**src/rtl/ysyx_23060025_store_queue_if.sv**
```systemverilog
// Signal bundle between the LSU store port, the store queue and the AXI write buffer.
// The queue uses the slave view; the LSU/write-buffer side uses the master view.
`timescale 1ns/1ps
`ifndef MACRO_CACHE_LINE_OFF_ADDR_W
`define MACRO_CACHE_LINE_OFF_ADDR_W 4
`endif

interface ysyx_23060025_store_queue_if #(
    parameter int ADDR_WIDTH   = 32,
    parameter int DATA_WIDTH   = 32,
    parameter int CACHE_LINE_W = (2 ** `MACRO_CACHE_LINE_OFF_ADDR_W) * 8
);
    logic                    in_valid;
    logic                    in_ready;
    logic [ADDR_WIDTH-1:0]   in_addr;
    logic [DATA_WIDTH-1:0]   in_data;
    logic [3:0]              in_strb;
    logic [2:0]              in_type;
    logic [ADDR_WIDTH-1:0]   ld_addr;
    logic                    ld_hit;
    logic                    sq_idle;
    logic                    out_pwr_req;
    logic [ADDR_WIDTH-1:0]   out_pwaddr;
    logic [CACHE_LINE_W-1:0] out_pwdata;
    logic [3:0]              out_pwstrb;
    logic [2:0]              out_pwtype;
    logic                    out_pwrdy;

    modport master (
        output in_valid, in_addr, in_data, in_strb, in_type, ld_addr, out_pwrdy,
        input  in_ready, ld_hit, sq_idle, out_pwr_req, out_pwaddr, out_pwdata, out_pwstrb, out_pwtype
    );

    modport slave (
        input  in_valid, in_addr, in_data, in_strb, in_type, ld_addr, out_pwrdy,
        output in_ready, ld_hit, sq_idle, out_pwr_req, out_pwaddr, out_pwdata, out_pwstrb, out_pwtype
    );
endinterface

```
**src/rtl/ysyx_23060025_store_queue.sv**
```systemverilog
// In-order store queue feeding the AXI write buffer one store per out_pwrdy window.
// Define YSYX_23060025_STQ_MERGE_EN to coalesce stores into the youngest entry of the same word.
`timescale 1ns/1ps
`ifndef MACRO_CACHE_LINE_OFF_ADDR_W
`define MACRO_CACHE_LINE_OFF_ADDR_W 4
`endif

module ysyx_23060025_store_queue #(
    parameter int ADDR_WIDTH            = 32,
    parameter int DATA_WIDTH            = 32,
    parameter int CACHE_LINE_OFF_ADDR_W = `MACRO_CACHE_LINE_OFF_ADDR_W,
    parameter int STQ_DEPTH             = 4
) (
    input logic                        clock,
    input logic                        reset,
    ysyx_23060025_store_queue_if.slave sq
);
    localparam int CACHE_LINE_W = (2 ** CACHE_LINE_OFF_ADDR_W) * 8;
    localparam int PTR_W        = $clog2(STQ_DEPTH);

    typedef enum logic [1:0] {
        S_IDLE = 2'd0,
        S_REQ  = 2'd1,
        S_WAIT = 2'd2
    } state_t;

    state_t state;

    logic [PTR_W:0]        head;
    logic [PTR_W:0]        tail;
    logic [PTR_W:0]        count;
    logic [PTR_W-1:0]      head_idx;
    logic [PTR_W-1:0]      tail_idx;

    logic [ADDR_WIDTH-1:0] addr_q [STQ_DEPTH];
    logic [DATA_WIDTH-1:0] data_q [STQ_DEPTH];
    logic [3:0]            strb_q [STQ_DEPTH];
    logic [2:0]            type_q [STQ_DEPTH];

    logic                    full;
    logic                    empty;
    logic                    issue;
    logic                    push;
    logic                    merge_hit;
    logic                    inflight;
    logic                    ld_hit_c;
    logic [STQ_DEPTH-1:0]    entry_live;
    logic                    unused_ld_bits;

    logic                    pwr_req_q;
    logic [ADDR_WIDTH-1:0]   pwaddr_q;
    logic [CACHE_LINE_W-1:0] pwdata_q;
    logic [3:0]              pwstrb_q;
    logic [2:0]              pwtype_q;

    assign head_idx = head[PTR_W-1:0];
    assign tail_idx = tail[PTR_W-1:0];
    assign count    = tail - head;
    assign full     = (head_idx == tail_idx) && (head[PTR_W] != tail[PTR_W]);
    assign empty    = (head == tail);

`ifdef YSYX_23060025_STQ_MERGE_EN
    logic [PTR_W-1:0]      last_idx;
    logic [DATA_WIDTH-1:0] merged_data;

    // Coalescing never touches the head entry, so it can't race the entry being issued.
    assign last_idx  = tail_idx - 1'b1;
    assign merge_hit = (|count[PTR_W:1]) &&
                       (addr_q[last_idx][ADDR_WIDTH-1:2] == sq.in_addr[ADDR_WIDTH-1:2]);

    always_comb begin
        merged_data = data_q[last_idx];
        for (int b = 0; b < 4; b++) begin
            if (sq.in_strb[b]) merged_data[b*8 +: 8] = sq.in_data[b*8 +: 8];
        end
    end
`else
    assign merge_hit = 1'b0;
`endif

    assign push  = sq.in_valid && !full && !merge_hit;
    assign issue = !empty && sq.out_pwrdy && (state == S_IDLE || state == S_WAIT);

    always_ff @(posedge clock or posedge reset) begin
        if (reset) begin
            head <= '0;
            tail <= '0;
        end else begin
            if (push)  tail <= tail + 1'b1;
            if (issue) head <= head + 1'b1;
        end
    end

    // Entry storage is deliberately left unreset; validity comes only from head/tail.
    always_ff @(posedge clock) begin
        if (push) begin
            addr_q[tail_idx] <= sq.in_addr;
            data_q[tail_idx] <= sq.in_data;
            strb_q[tail_idx] <= sq.in_strb;
            type_q[tail_idx] <= sq.in_type;
        end
`ifdef YSYX_23060025_STQ_MERGE_EN
        else if (sq.in_valid && merge_hit) begin
            addr_q[last_idx] <= {sq.in_addr[ADDR_WIDTH-1:2], 2'b00};
            data_q[last_idx] <= merged_data;
            strb_q[last_idx] <= strb_q[last_idx] | sq.in_strb;
            type_q[last_idx] <= 3'b010;
        end
`endif
    end

    // Issue decision uses only registered state and out_pwrdy, keeping req a pure flop output.
    always_ff @(posedge clock or posedge reset) begin
        if (reset) begin
            state     <= S_IDLE;
            pwr_req_q <= 1'b0;
            pwaddr_q  <= '0;
            pwdata_q  <= '0;
            pwstrb_q  <= '0;
            pwtype_q  <= '0;
        end else begin
            pwr_req_q <= 1'b0;
            case (state)
                S_IDLE:  if (issue) state <= S_REQ;
                S_REQ:   state <= S_WAIT;
                S_WAIT: begin
                    if (issue)              state <= S_REQ;
                    else if (sq.out_pwrdy)  state <= S_IDLE;
                end
                default: state <= S_IDLE;
            endcase
            if (issue) begin
                pwr_req_q <= 1'b1;
                pwaddr_q  <= addr_q[head_idx];
                pwdata_q  <= CACHE_LINE_W'(data_q[head_idx]);
                pwstrb_q  <= strb_q[head_idx];
                pwtype_q  <= type_q[head_idx];
            end
        end
    end

    always_comb begin
        entry_live = '0;
        for (int i = 0; i < STQ_DEPTH; i++) begin
            entry_live[i] = ({1'b0, PTR_W'(i) - head_idx} < count);
        end
    end

    assign inflight = (state == S_REQ) || (state == S_WAIT && !sq.out_pwrdy);

    always_comb begin
        ld_hit_c = 1'b0;
        for (int i = 0; i < STQ_DEPTH; i++) begin
            if (entry_live[i] && addr_q[i][ADDR_WIDTH-1:2] == sq.ld_addr[ADDR_WIDTH-1:2])
                ld_hit_c = 1'b1;
        end
        if (inflight && pwaddr_q[ADDR_WIDTH-1:2] == sq.ld_addr[ADDR_WIDTH-1:2])
            ld_hit_c = 1'b1;
    end

    assign unused_ld_bits = ^sq.ld_addr[1:0];

    assign sq.in_ready    = !full || merge_hit;
    assign sq.ld_hit      = ld_hit_c;
    assign sq.sq_idle     = empty && (state != S_REQ) && sq.out_pwrdy;
    assign sq.out_pwr_req = pwr_req_q;
    assign sq.out_pwaddr  = pwaddr_q;
    assign sq.out_pwdata  = pwdata_q;
    assign sq.out_pwstrb  = pwstrb_q;
    assign sq.out_pwtype  = pwtype_q;

endmodule

```
**src/flat_wrapper.sv**
```systemverilog
// flat-port wrapper written by rule: the top's interface ports become plain ports
module ysyx_23060025_store_queue_flat 
#(
    parameter int ADDR_WIDTH            = 32,
    parameter int DATA_WIDTH            = 32,
    parameter int CACHE_LINE_OFF_ADDR_W = `MACRO_CACHE_LINE_OFF_ADDR_W,
    parameter int STQ_DEPTH             = 4
)
  (clock, reset, sq_in_valid, sq_in_addr, sq_in_data, sq_in_strb, sq_in_type, sq_ld_addr, sq_out_pwrdy, sq_in_ready, sq_ld_hit, sq_sq_idle, sq_out_pwr_req, sq_out_pwaddr, sq_out_pwdata, sq_out_pwstrb, sq_out_pwtype);
  ysyx_23060025_store_queue_if #(.ADDR_WIDTH(ADDR_WIDTH), .DATA_WIDTH(DATA_WIDTH), .CACHE_LINE_W(((2 ** `MACRO_CACHE_LINE_OFF_ADDR_W) * 8))) sq_i ();
  input logic clock;
  input logic reset;
  input wire logic [$bits(sq_i.in_valid)-1:0] sq_in_valid;
  input wire logic [$bits(sq_i.in_addr)-1:0] sq_in_addr;
  input wire logic [$bits(sq_i.in_data)-1:0] sq_in_data;
  input wire logic [$bits(sq_i.in_strb)-1:0] sq_in_strb;
  input wire logic [$bits(sq_i.in_type)-1:0] sq_in_type;
  input wire logic [$bits(sq_i.ld_addr)-1:0] sq_ld_addr;
  input wire logic [$bits(sq_i.out_pwrdy)-1:0] sq_out_pwrdy;
  output wire logic [$bits(sq_i.in_ready)-1:0] sq_in_ready;
  output wire logic [$bits(sq_i.ld_hit)-1:0] sq_ld_hit;
  output wire logic [$bits(sq_i.sq_idle)-1:0] sq_sq_idle;
  output wire logic [$bits(sq_i.out_pwr_req)-1:0] sq_out_pwr_req;
  output wire logic [$bits(sq_i.out_pwaddr)-1:0] sq_out_pwaddr;
  output wire logic [$bits(sq_i.out_pwdata)-1:0] sq_out_pwdata;
  output wire logic [$bits(sq_i.out_pwstrb)-1:0] sq_out_pwstrb;
  output wire logic [$bits(sq_i.out_pwtype)-1:0] sq_out_pwtype;
  assign sq_i.in_valid = sq_in_valid;
  assign sq_i.in_addr = sq_in_addr;
  assign sq_i.in_data = sq_in_data;
  assign sq_i.in_strb = sq_in_strb;
  assign sq_i.in_type = sq_in_type;
  assign sq_i.ld_addr = sq_ld_addr;
  assign sq_i.out_pwrdy = sq_out_pwrdy;
  assign sq_in_ready = sq_i.in_ready;
  assign sq_ld_hit = sq_i.ld_hit;
  assign sq_sq_idle = sq_i.sq_idle;
  assign sq_out_pwr_req = sq_i.out_pwr_req;
  assign sq_out_pwaddr = sq_i.out_pwaddr;
  assign sq_out_pwdata = sq_i.out_pwdata;
  assign sq_out_pwstrb = sq_i.out_pwstrb;
  assign sq_out_pwtype = sq_i.out_pwtype;
  ysyx_23060025_store_queue #(.ADDR_WIDTH(ADDR_WIDTH), .DATA_WIDTH(DATA_WIDTH), .CACHE_LINE_OFF_ADDR_W(CACHE_LINE_OFF_ADDR_W), .STQ_DEPTH(STQ_DEPTH)) u_core (.clock(clock), .reset(reset), .sq(sq_i));
endmodule
```
**config.mk**
```make
export PLATFORM = sky130hd
export DESIGN_NAME = ysyx_23060025_store_queue_flat
export DESIGN_NICKNAME = d
export VERILOG_FILES = /design/src/rtl/ysyx_23060025_store_queue_if.sv /design/src/rtl/ysyx_23060025_store_queue.sv /design/src/flat_wrapper.sv
export SDC_FILE = /design/constraint.sdc
export NUM_CORES = 1
export LEC_CHECK = 0
export ABC_AREA = 1
export CORE_UTILIZATION = 35
export CTS_CLUSTER_DIAMETER = 200
export DETAILED_ROUTE_END_ITERATION = 12
export GPL_TIMING_DRIVEN = 0
export HOLD_SLACK_MARGIN = 0.08
export PLACE_DENSITY_LB_ADDON = 0.3
export SLEW_MARGIN = 10
export SYNTH_ARGS = -nofsm -noshare
export SYNTH_HDL_FRONTEND = slang
export SYNTH_SLANG_ARGS = --single-unit
```
**constraint.sdc**
```tcl
create_clock -name clock -period 5.11 [get_ports clock]
set_clock_uncertainty 0.2 [all_clocks]
set_input_delay 0.7665 -clock clock [delete_from_list [all_inputs] [get_ports clock]]
set_output_delay 0.7665 -clock clock [all_outputs]
set_load 0.05 [all_outputs]
```
After elaboration in Yosys (flattened, before gate mapping)
Memory sizes are Yosys's and may differ from the RTL's. A register that Yosys moved wholly into a read port is not among the register bits.
Index checks and enable logic that the tools add are counted.
{"block": "classes", "n_lt_le_gt_ge": 4, "n_addsub": 7, "n_reduce_logical": 19, "n_mux": 12, "eq_ne": 13}
{"cell": "$eq A30 B30 Y1", "count": 5}
{"cell": "$logic_and A1 B1 Y1", "count": 12}
{"cell": "$lt A2 B3 Y1", "count": 4}
{"cell": "$mux W1", "count": 8}
{"cell": "$add A3 B1 Y3 const B", "count": 2}
{"cell": "$mux W2", "count": 3}
{"cell": "$pmux W2 S3", "count": 1}
{"cell": "$ne A2 B1 Y1 const B", "count": 2}
{"cell": "$sub A1 B2 Y2 const A", "count": 2}
{"cell": "$sub A2 B2 Y2 const A", "count": 2}
{"cell": "$eq A3 B3 Y1", "count": 1}
{"cell": "$logic_not A1 Y1", "count": 3}
{"cell": "$ne A3 B2 Y1 const B", "count": 1}
{"cell": "$sub A3 B3 Y3", "count": 1}
{"cell": "$eq A2 B1 Y1 const B", "count": 1}
{"cell": "$eq A2 B2 Y1", "count": 1}
{"cell": "$eq A2 B2 Y1 const B", "count": 1}
{"cell": "$logic_not A2 Y1", "count": 1}
{"cell": "$logic_or A1 B1 Y1", "count": 2}
{"cell": "$reduce_and A2 Y1", "count": 1}
{"cell": "$ne A1 B1 Y1", "count": 1}
{"block": "word_totals", "ram_bits": 284, "reg_bits": 9, "n_memories": 4, "output_inout_bits": 171, "wordCells": 63}
{"name": "u_core.addr_q", "depth": 4, "width": 32, "rd": 5, "rd_clocked_by_memory_dff": 1, "write_ports": 1, "line": "ysyx_23060025_store_queue.sv:35", "rtl": "logic [ADDR_WIDTH-1:0] addr_q [STQ_DEPTH];"}
{"name": "u_core.data_q", "depth": 4, "width": 32, "rd": 1, "rd_clocked_by_memory_dff": 1, "write_ports": 1, "line": "ysyx_23060025_store_queue.sv:36", "rtl": "logic [DATA_WIDTH-1:0] data_q [STQ_DEPTH];"}
{"name": "u_core.strb_q", "depth": 4, "width": 4, "rd": 1, "rd_clocked_by_memory_dff": 1, "write_ports": 1, "line": "ysyx_23060025_store_queue.sv:37", "rtl": "logic [3:0] strb_q [STQ_DEPTH];"}
{"name": "u_core.type_q", "depth": 4, "width": 3, "rd": 1, "rd_clocked_by_memory_dff": 1, "write_ports": 1, "line": "ysyx_23060025_store_queue.sv:38", "rtl": "logic [2:0] type_q [STQ_DEPTH];"}

Logic depth before layout (Yosys ltp)
{"block": "depth", "word_depth": 8, "mapped_depth": 13, "depth_no_buf": 13}

Least setup slack after synthesis
OpenSTA, ideal clock, no wires.
{"block": "synth_path", "kind": "register to register", "startpoint": "register u_core.head[1]", "endpoint": "memory u_core.addr_q[3][0] (enable)", "path_slack_ns": -0.676, "path_stages_with_launch": 8, "path_buffers": 2, "t_arrival_ns": 5.082, "synth_period_minus_slack_ns": 5.786, "setup_time_ns": 0.504, "cell_sequence": "dfrtp_1 buf_2 inv_1 clkbuf_1 ha_1 nand3_1 nand2_1 nor2_1"}
{"block": "synth_between", "elab_chain_cells": 6}
{"element": "start, declared", "line": "ysyx_23060025_store_queue.sv:29", "rtl": "logic [PTR_W:0] head;"}
{"element": "start signal, assigned", "line": "ysyx_23060025_store_queue.sv:90", "rtl": "if (issue) head <= head + 1'b1;"}
{"element": "$eq A2 B2 Y1", "line": "ysyx_23060025_store_queue.sv:59", "rtl": "assign full = (head_idx == tail_idx) && (head[PTR_W] != tail[PTR_W]);"}
{"element": "$logic_and A1 B1 Y1", "line": "ysyx_23060025_store_queue.sv:59"}
{"element": "$logic_not A1 Y1"}
{"element": "net sq_in_ready", "line": "flat_wrapper.sv:20", "rtl": "output wire logic [$bits(sq_i.in_ready)-1:0] sq_in_ready;"}
{"element": "$logic_and A1 B1 Y1", "line": "ysyx_23060025_store_queue.sv:81", "rtl": "assign push = sq.in_valid && !full && !merge_hit;"}
{"element": "$mux W1", "line": "ysyx_23060025_store_queue.sv:96", "rtl": "if (push) begin"}
{"element": "$mux W1 (not written as such)", "line": "ysyx_23060025_store_queue.sv:97", "rtl": "addr_q[tail_idx] <= sq.in_addr;"}
{"element": "end, declared", "line": "ysyx_23060025_store_queue.sv:35"}
The timed path passes the listed nets, and every way through them passes these cells.

Worst setup path in the final report
{"block": "layout_path", "startpoint": "register u_core.head[1]", "endpoint": "output sq_ld_hit"}
{"block": "layout_between", "elab_chain_cells": 8, "word_cells_on_any_way": 18, "cone_classes": "add/sub (5); order compare (4); mux (5); reduce/logical (4)"}
{"element": "$sub A3 B3 Y3 / $sub A1 B2 Y2 (equally long branches)", "line": "ysyx_23060025_store_queue.sv:58, ysyx_23060025_store_queue.sv:145"}
{"element": "$lt A2 B3 Y1", "line": "ysyx_23060025_store_queue.sv:145", "rtl": "entry_live[i] = ({1'b0, PTR_W'(i) - head_idx} < count);"}
{"element": "$logic_and A1 B1 Y1", "line": "ysyx_23060025_store_queue.sv:154", "rtl": "if (entry_live[i] && addr_q[i][ADDR_WIDTH-1:2] == sq.ld_addr[ADDR_WIDTH-1:2])"}
{"element": "$mux W1 (3 in series)", "line": "ysyx_23060025_store_queue.sv:154"}
{"element": "$mux W1 *", "line": "ysyx_23060025_store_queue.sv:154"}
{"element": "$mux W1 *", "line": "ysyx_23060025_store_queue.sv:157", "rtl": "if (inflight && pwaddr_q[ADDR_WIDTH-1:2] == sq.ld_addr[ADDR_WIDTH-1:2])"}
{"element": "end, declared", "line": "flat_wrapper.sv:21", "rtl": "output wire logic [$bits(sq_i.ld_hit)-1:0] sq_ld_hit;"}
Every way passes the cells marked *; elsewhere a longest branch is shown, timed or not.

==> reports/qor.yml <==
area_delta_synth_final_pct: 26.7
fin_crit_sh: 0.945
ir_drop_v: 0.000312
holdPathStages: 1
ant_nets: 0
synth.top_cell.area_share: 0.504
cts-root-buf: "clkbuf_16"
start_util: 0.355
final_cell_area_um2: 21500
cts_resized: 2
final_cells: 2628
grt_pass1_vias: 12300
arrival_ns: 3.86
ys_seq_area_frac: 0.622
die_w_um: 222
setup_ws_ns: 0.281
drive_above_1_share: 0.120
synth.cell_area_um2: 16900
cts_buffers: 39
critical_path_class: "flop to output port"
post-synth-top-count-cell: "nor2_1"
drc: 0
grt_pass1_wl_mm: 80.1
hold_viol: 0
min_path_type: "flop to flop"
netlist_instances: 1662
tritoncts: "yes"
p_leak_nw: 8.71
rr_worst_depth: 8
tightest_slew_ns: 1.14
synth-edff-count: 284
netlist_top_cells_count: "nor2_1, edfxtp_1, nand2_1, o21ai_0, inv_1"
antenna_found_initial: 13
setup_tns_ns: 0
clock_path_buffers: 3
clkSlewWorstSetupHoldPaths_ns: 0.06
synth_seq_cells: 364
ys_types: 31
dp.cells: 2551
endpoint_kind: "output port"
io_buffers: 165
overflow: 0
clk_latency_ns: 0.55
timing.hold.ws_ns: 0.306
fmax_mhz: 207
synth_area_leaders: "edfxtp_1, dfrtp_1, nor2_1"
slew_viol_final: 0
syn_area_per_cell_um2: 10.2
rows: 80
dpl_worst_slack_ns: 0.248
cp_data_required_time_ns: 4.14
synth_top_flop_cell: "edfxtp_1"
route.detailed.wl_per_inst_um: 21.0
setup_violations: 0
fillers: 4500
cts-htree-levels: 2
drt_iter0_markers: 1060
io_pins: 278
vias: 12700
max_stage_delay_ns: 0.64
maxSlewHeadroom: 0.243
fin_crit_ns: 4.83
grt_max_degree: 43
place.detailed.hpwl_mm: 39.8
critPathLaunchType: "flop"
max_cap_violations: 0
synth_async_sr_flop_share: 0.220
die_y_um: 222
vias_per_cell: 4.84
coreArea_um2: 47700
dpl_cell_area_um2: 20100
yosysWarnings: 0
die-area_um2: 49300
outcome: "finished, final reports clean"
place.gp.congestion: 0.920
yosysTopAreaCell: "edfxtp_1"
cts_sinks: 364
grt_usage: 0.223
pwr_density_cell_nw_per_um2: 630
wl_mm: 55.3
drt_pass1_iterations: 5
path_max_fanout: 16
crit_path_cell_trace: "buf_2 > clkinvlp_4 > fa_1 > inv_1 > ha_1 > a21oi_1 > nand3b_1 > nand3_1 > nor2_1 > nor2_1 > nand3_1 > dlygate4sd2_1"
cpMaxStageDelayCell: "fa_1"
fin_nets: 2097
holdBufCountCts: 0
cts_setup_buffers: 0
grt_setup_unrepaired: "no"
==> sequential cells by signal (all words and copies together), names as in the netlist, 4 cells and up <==
signal / cells
u_core.sq.out_pwaddr: 32
u_core.data_q: 128
u_core.strb_q: 16
u_core.sq.out_pwstrb: 4
u_core.type_q: 12
u_core.sq.out_pwdata: 32
u_core.addr_q: 128
==> power by group <==
part	total [mW]	internal [mW]	switching, mW
Sequential	4.55	4.09	0.463
Clock	3.05	1.86	1.19
Combinational	5.92	1.80	4.13
Total	13.5	7.75	5.78
==> worst max-delay path, delay by kind of cell (launching register included) <==
family	cells	cell delay, ns
compound gates	1	0.13
buf+inv	4	1.31
fa+ha+maj	2	0.92
simple gates	5	0.55
flops	1	0.39
==> metrics by stage <==
step           utilization  power, mW
2_1_floorplan            -       8.13
3_3_place_gp         0.413       10.4
3_5_place_dp         0.420       10.5
4_1_cts              0.449       13.6
5_1_grt              0.449       14.2
6_report             0.449       13.5
==> layout by cell type (no fill, tap or decap), types with 2 or more instances in the layout <==
master / instances
o211ai_1: 18
a21oi_1: 37
a31oi_1: 66
buf_12: 8
or2_2: 6
o21bai_1: 3
o21ai_0: 145
clkinv_2: 11
nand4_1: 6
clkinvlp_4: 2
edfxtp_1: 284
dfrtp_1: 80
clkbuf_16: 40
clkbuf_2: 4
nor3_1: 4
clkinv_1: 3
nor2_1: 329
clkbuf_1: 31
buf_4: 112
xor2_1: 53
ha_1: 13
inv_1: 121
diode_2: 6
nor2_4: 4
nand3_1: 13
conb_1: 96
buf_6: 7
inv_6: 2
clkdlybuf4s50_1: 164
o21ai_1: 15
buf_2: 23
buf_16: 6
nand2_1: 272
xnor2_1: 11
bufinv_16: 8
==> metal layers <==
metal | part of all wire | global-route usage | up-vias | wire, um
met5 | 0.0016 | 0 | - | 88
met4 | 0.028 | 0.0694 | 14 | 1520
met3 | 0.086 | 0.0513 | 97 | 4740
met2 | 0.48 | 0.376 | 555 | 26700
met1 | 0.40 | 0.283 | 6058 | 22300
li1 | - | - | 5989 | -
==> logic make-up after synthesis <==
| group | after synthesis | synth area share |
|---|---|---|
| compound gates | 284 | 0.0919 |
| xor+xnor | 64 | 0.0331 |
| fa+ha+maj | 14 | 0.0108 |
| buf+inv | 297 | 0.0959 |
| flops | 364 | 0.622 |
| other cells | 1 | 0.000222 |
| simple gates | 638 | 0.146 |
==> layout make-up <==
| cell class | instances | area [um^2] | area share |
|---|---|---|---|
| clock buffer | 47 | 1040 | 0.0483 |
| buffer | 171 | 1150 | 0.0535 |
| sequential | 364 | 10500 | 0.491 |
| tap | 615 | 769 | 0.0359 |
| inverter | 125 | 480 | 0.0224 |
| antenna | 6 | 15.0 | 0.000700 |
| multi-input combinational | 1096 | 5160 | 0.241 |
| clock inverter | 25 | 339 | 0.0158 |
| timing repair buffer | 179 | 1980 | 0.0921 |
==> path summary, 6_finish.rpt <==
check	slack, ns	endpoint	from
max	0.28	sq_ld_hit	u_core.head[1]
min	0.31	u_core.tail[2]	u_core.tail[2]
min in group asynchronous	0.41	u_core.sq.out_pwdata[22]	reset
max in group asynchronous	3.63	u_core.sq.out_pwaddr[28]	reset
max reg2reg	1.47	u_core.strb_q[1][3]	u_core.head[1]
min reg2reg	0.31	u_core.tail[2]	u_core.tail[2]
Note: power is estimated with default switching activity, not from simulation.
